$ cat config.mk
export PLATFORM = sky130hd
export DESIGN_NAME = mem_bus_ctrl
export DESIGN_NICKNAME = d
export VERILOG_FILES = /design/src/rtl/bus_pkg.sv /design/src/rtl/addr_decode.sv /design/src/rtl/mem_bus_ctrl.sv
export SDC_FILE = /design/constraint.sdc
export NUM_CORES = 1
export LEC_CHECK = 0
export CAP_MARGIN = 20
export CORE_MARGIN = 2
export CORE_UTILIZATION = 39
export CTS_CLUSTER_DIAMETER = 120
export DETAILED_ROUTE_END_ITERATION = 7
export DONT_BUFFER_PORTS = 1
export PLACE_DENSITY = 0.5
export RECOVER_POWER = 100
export SETUP_SLACK_MARGIN = 0.05
export SLEW_MARGIN = 25
export SYNTH_ARGS = -nofsm -noshare
export SYNTH_HDL_FRONTEND = slang
export SYNTH_SLANG_ARGS = --single-unit
$ cat constraint.sdc
create_clock -name clk25 -period 1.92 [get_ports clk25]
set_clock_uncertainty 0.15 [all_clocks]
set_input_delay 0.384 -clock clk25 [delete_from_list [all_inputs] [get_ports clk25]]
set_output_delay 0.384 -clock clk25 [all_outputs]
set_load 0.01 [all_outputs]
$ cat src/rtl/bus_pkg.sv
// Shared definitions for the 6502 bus controller: widths, FSM encoding and
// helpers for the packed region tables (base/mask/wait).
package bus_pkg;
    localparam int AW     = 16;
    localparam int DW     = 8;
    localparam int MAXSLV = 16;

    typedef enum logic {
        RUN  = 1'b0,
        WAIT = 1'b1
    } state_e;

    // Region tables are handled at their maximum size so one helper serves any NSLV.
    function automatic logic [AW-1:0] tbl_addr(input logic [MAXSLV*AW-1:0] tbl, input int i);
        return tbl[i*AW +: AW];
    endfunction

    function automatic logic [3:0] tbl_wait(input logic [MAXSLV*4-1:0] tbl, input int i);
        return tbl[i*4 +: 4];
    endfunction

    function automatic logic [MAXSLV*AW-1:0] tbl_addr_set(input logic [MAXSLV*AW-1:0] tbl,
                                                          input int i, input logic [AW-1:0] v);
        logic [MAXSLV*AW-1:0] t;
        t = tbl;
        t[i*AW +: AW] = v;
        return t;
    endfunction
endpackage

$ cat src/rtl/addr_decode.sv
// Priority address decoder: lowest-index matching region wins, so the
// select vector is one-hot or all zero.
module addr_decode
    import bus_pkg::*;
#(
    parameter int                   NSLV     = 8,
    parameter logic [NSLV*AW-1:0]   SLV_BASE = '0,
    parameter logic [NSLV*AW-1:0]   SLV_MASK = '0
) (
    input  logic [AW-1:0]   addr_i,
    output logic [NSLV-1:0] sel_o
);
    localparam logic [MAXSLV*AW-1:0] BASE_T = (MAXSLV*AW)'(SLV_BASE);
    localparam logic [MAXSLV*AW-1:0] MASK_T = (MAXSLV*AW)'(SLV_MASK);

    logic hit;

    always_comb begin
        sel_o = '0;
        hit   = 1'b0;
        for (int i = 0; i < NSLV; i++) begin
            if (!hit && ((addr_i & tbl_addr(MASK_T, i)) ==
                         (tbl_addr(BASE_T, i) & tbl_addr(MASK_T, i)))) begin
                sel_o[i] = 1'b1;
                hit      = 1'b1;
            end
        end
    end
endmodule

$ cat src/rtl/mem_bus_ctrl.sv
// CPU bus controller: clock-enable generation, region decode, per-region
// wait states, read-data steering and an unmapped-access counter.
module mem_bus_ctrl
    import bus_pkg::*;
#(
    parameter int                  NSLV     = 8,
    parameter int                  CLK_DIV  = 2,
    parameter logic [NSLV*16-1:0]  SLV_BASE = {16'hF000, 16'hD000, 16'hC000, 16'hB000,
                                               16'hA000, 16'h9000, 16'h8000, 16'h0000},
    parameter logic [NSLV*16-1:0]  SLV_MASK = {16'hF000, 16'hF000, 16'hF000, 16'hF000,
                                               16'hF000, 16'hF000, 16'hF000, 16'h8000},
    parameter logic [NSLV*4-1:0]   SLV_WAIT = '0
) (
    input  logic                 clk25,
    input  logic                 rst,
    output logic                 cpu_ce,
    input  logic [AW-1:0]        cpu_addr,
    input  logic                 cpu_we,
    input  logic [DW-1:0]        cpu_dbw,
    output logic [DW-1:0]        cpu_dbr,
    output logic [NSLV-1:0]      slv_sel,
    output logic [NSLV-1:0]      slv_we,
    input  logic [NSLV*DW-1:0]   slv_dbr,
    input  logic                 err_clr,
    output logic [7:0]           err_count
);
    localparam int                   PW     = (CLK_DIV > 2) ? $clog2(CLK_DIV) : 1;
    localparam logic [PW-1:0]        LAST   = PW'(CLK_DIV - 1);
    localparam logic [MAXSLV*4-1:0]  WAIT_T = (MAXSLV*4)'(SLV_WAIT);

    state_e          state_q;
    logic [PW-1:0]   phase_q;
    logic [7:0]      wcnt_q;
    logic            waited_q;
    logic            cpu_ce_q;
    logic [NSLV-1:0] sel_q;
    logic [7:0]      err_q, err_d;
    logic [3:0]      sel_wait;
    logic [7:0]      wload;
    logic            unused_dbw;

    // Write data goes straight from the CPU to the slaves outside this block.
    assign unused_dbw = ^cpu_dbw;

    addr_decode #(
        .NSLV     (NSLV),
        .SLV_BASE (SLV_BASE),
        .SLV_MASK (SLV_MASK)
    ) u_dec (
        .addr_i (cpu_addr),
        .sel_o  (slv_sel)
    );

    always_comb begin
        sel_wait = '0;
        for (int i = 0; i < NSLV; i++)
            if (slv_sel[i]) sel_wait = sel_wait | tbl_wait(WAIT_T, i);
        wload = 8'(32'(sel_wait) * CLK_DIV - 1);
    end

    always_ff @(posedge clk25 or posedge rst) begin
        if (rst) begin
            state_q  <= RUN;
            phase_q  <= '0;
            wcnt_q   <= '0;
            waited_q <= 1'b0;
            cpu_ce_q <= 1'b0;
        end else begin
            cpu_ce_q <= 1'b0;
            if (cpu_ce_q) waited_q <= 1'b0;
            case (state_q)
                RUN: begin
                    if (phase_q == LAST) begin
                        phase_q <= '0;
                        if (sel_wait != 4'd0 && !waited_q) begin
                            state_q  <= WAIT;
                            wcnt_q   <= wload;
                            waited_q <= 1'b1;
                        end else begin
                            cpu_ce_q <= 1'b1;
                        end
                    end else begin
                        phase_q <= phase_q + 1'b1;
                    end
                end
                WAIT: begin
                    if (wcnt_q == 8'd0) begin
                        cpu_ce_q <= 1'b1;
                        phase_q  <= '0;
                        state_q  <= RUN;
                    end else begin
                        wcnt_q <= wcnt_q - 8'd1;
                    end
                end
                default: state_q <= RUN;
            endcase
        end
    end

    always_comb begin
        err_d = err_q;
        if (err_clr)
            err_d = 8'd0;
        else if (cpu_ce_q && slv_sel == '0 && err_q != 8'hFF)
            err_d = err_q + 8'd1;
    end

    always_ff @(posedge clk25 or posedge rst) begin
        if (rst) begin
            sel_q <= '0;
            err_q <= '0;
        end else begin
            if (cpu_ce_q) sel_q <= slv_sel;
            err_q <= err_d;
        end
    end

    // Unselected slaves contribute all-ones so the AND leaves the selected byte.
    always_comb begin
        cpu_dbr = '1;
        for (int i = 0; i < NSLV; i++)
            if (sel_q[i]) cpu_dbr = cpu_dbr & slv_dbr[i*DW +: DW];
    end

    assign cpu_ce    = cpu_ce_q;
    assign slv_we    = {NSLV{cpu_ce_q & cpu_we}} & slv_sel;
    assign err_count = err_q;
endmodule

==> out/results.ini <==
[status]
status=completed

[sta]
relSlewSlack_pct=56.1
max_freq_ghz=0.526
hold_viol=0
post-route-min-period_ns=1.90
drv_slew=0
fin_hold_ws_ns=0.0111
rsz0062_at_grt=yes
tightest_slew_ns=0.658
finalCritPeriodShare_pct=99.0
setup_viol=0

[grt]
grt_use_met1_pct=20.1
track_usage_pct=18.3
grt_pass1_wl_um=6510
grt_max_degree=28
grt_pass1_vias=1504
met3_usage_pct=2.92
grt_use_met2_pct=35.1
busiest_layer=met2
grt_antenna_before_repair=0
grt-ovfl-total=0

[logic_synthesis]
yosys_warnings=0
synth-simple-area-share_pct=23.9
synth-xor-area-share_pct=4.79
syn_area_per_cell_um2=8.95
synth_top_family_by_area=simple AND/OR/NAND/NOR gates
synthCells=184
ys_seq_area_share_pct=41.0
synth-edff-count=0
synth_compound_area_share_pct=22.1
ys_ff_latch=27
synth_nets=279
async_flop_share_pct=100
synth-adder-area-share_pct=2.28
yosys-mux-area-fraction_pct=1.22
synth_top_flop_cell=dfrtp_1
ys_types=39
synth_area_um2=1650

[placed_design]
gp_congestion=0.823
portBuffers=0
place_hpwl_um=3590

[cells_and_area]
final_common_cell=dfrtp_1
antenna_cells=0
layout_common_cells=dfrtp_1 (27), o22ai_1 (26), nor2_1 (17)
layout-drive-gt1-share_pct=22.1
final_util_pct=49.4
area_delta_synth_final_pct=21.0
fin_nets=304

[setup_path]
crit_family=flip-flops
crit_required_ns=1.39
crit_slowest_cell=dfrtp_1
critical_path_class=register to output pin
worstRegToRegCells=5
critPathCaptureType=output pin
critPathBufInv=2
critPathLaunchType=register
crit_fanout=9
cp.arrival_ns=1.37
max_stage_delay_ns=0.40
crit_cells=4
path_cells=inv_4 -> o22ai_1 -> nor4_2 -> buf_4
r2r_setup_slack_ns=0.12

[clock_network]
numCtsBuffers=3
clk_latency_ns=0.27
cts_tree=done
clk_pin_slew_ns=0.09
cts-root-buf=clkbuf_8
htreeDepth=1
cts_buffer_depth=2
cts.sinks=27

[route]
drt_wl_total_um=4880
vias=1625
ant_nets=0
firstDrtPassIters=4
remaining_drc_errors=0
drtIter0Drc=105
via_per_inst=6.30
wl_per_cell_um=18.9

[power_and_ir_drop]
irDropWorstVdd_mv=0.264
switching_share_pct=24.6
p_leak_nw=0.845
p_int_mw=0.788
pwr-share-seq_pct=55.2
clock_power_share_pct=31.2
combPwrFrac_pct=13.5
switchingPower_mw=0.257
p_per_area_nw_per_um2=525
power.total_mw=1.05

[die]
rows=23
dieWidth_um=69.0
core_area_um2=4030
dieArea_um2=4760
initial_utilization_pct=40.9
die_h_um=69.0
ioPinCount=125

[min_path]
worstHoldPathType=input pin to register
whs_path_depth=1

[run]
max_cap_violations=0

cells in the mapped netlist, drive strengths merged (2+ instances only):
| cell type | n | area share [%] |
|---|---|---|
| mux2i | 2 | 1.2 |
| dfrtp | 27 | 41 |
| clkbuf | 2 | 0.46 |
| o2111ai | 2 | 2.1 |
| ha | 3 | 2.3 |
| a21o | 2 | 0.91 |
| nand3 | 3 | 0.91 |
| a21oi | 5 | 1.5 |
| nand2b | 4 | 1.5 |
| nor3 | 7 | 2.1 |
| nand2 | 13 | 3.0 |
| nor2 | 17 | 3.9 |
| o21ai | 6 | 1.8 |
| nor3b | 2 | 0.91 |
| xor2 | 8 | 4.3 |
| clkinv | 7 | 1.6 |
| nor4 | 10 | 4.7 |
| inv | 7 | 1.6 |
| buf | 3 | 0.99 |
| o22ai | 34 | 13 |
| nand4b | 3 | 1.6 |
| or3 | 2 | 0.76 |
| and3 | 3 | 1.1 |
final timing paths:
| path | to | startpoint |
|---|---|---|
| max | cpu_dbr[2] | sel_q[6]$_DFFE_PP0P_ |
| min | err_count[0]$_DFFE_PP0P_ | err_clr |
| max reg2reg | err_count[7]$_DFFE_PP0P_ | err_count[0]$_DFFE_PP0P_ |
| min reg2reg | wcnt_q[4]$_DFFE_PP0P_ | wcnt_q[4]$_DFFE_PP0P_ |
| max in group asynchronous | sel_q[3]$_DFFE_PP0P_ | rst |
| min in group asynchronous | wcnt_q[6]$_DFFE_PP0P_ | rst |
power by group through the flow:
stage               Combinational [mW]  Clock (mW)  Sequential, mW
floorplan                       0.0831           0           0.587
global placement                 0.120           0           0.586
detailed placement               0.123           0           0.587
CTS                              0.126       0.337           0.577
global route                     0.156       0.357           0.578
finish                           0.142       0.326           0.577
stage by stage:
step | std cells | setup slack [ns] | instance area [um^2] | setup TNS [ns]
finish | 258 | 0.0191 | 1990 | 0
global route | 258 | -0.0562 | 1990 | -0.234
CTS | 252 | 0.0277 | 1900 | 0
detailed placement | 247 | 0.0996 | 1820 | 0
global placement | 247 | 0.157 | 1820 | 0
floorplan | 184 | 0.187 | 1650 | 0
layout make-up:
type / count / area, um^2
fillers: 391 / 2040
multi-input cells: 138 / 966
flip-flops and latches: 27 / 676
repair buffers: 25 / 165
inverters: 14 / 77.6
well taps: 50 / 62.6
clock buffers: 4 / 45.0
routing by layer:
| metal | wire length [um] | up-vias | part of all wire [%] |
|---|---|---|---|
| met3 | 366 | 7 | 7.5 |
| met5 | 0 | - | 0 |
| met4 | 75 | 0 | 1.5 |
| li1 | - | 745 | - |
| met2 | 2560 | 86 | 52 |
| met1 | 1880 | 787 | 38 |
sequential cells by signal, indices dropped and copies added, names as in the netlist:
| register | cells |
|---|---|
| phase_q | 1 |
| wcnt_q | 8 |
| state_q | 1 |
| err_count | 8 |
| cpu_ce | 1 |
| sel_q | 8 |
what timing repair did:
action	CTS	global route
gates resized for setup	12	21
hold buffers	1	0
endpoints found under the setup margin	10	15
pin swaps	1	9
gates cloned	0	0
setup buffers	0	6
hold endpoints to repair	27	0
kinds of logic after synthesis:
kind of cell | after synthesis
AND/OR/NAND/NOR | 70
AO/OA/AOI/OAI | 54
buffers and inverters | 19
adder cells (fa/ha/maj) | 3
XOR/XNOR | 9
flip-flops | 27
multiplexers | 2
Power figures use the tool's default switching activity.
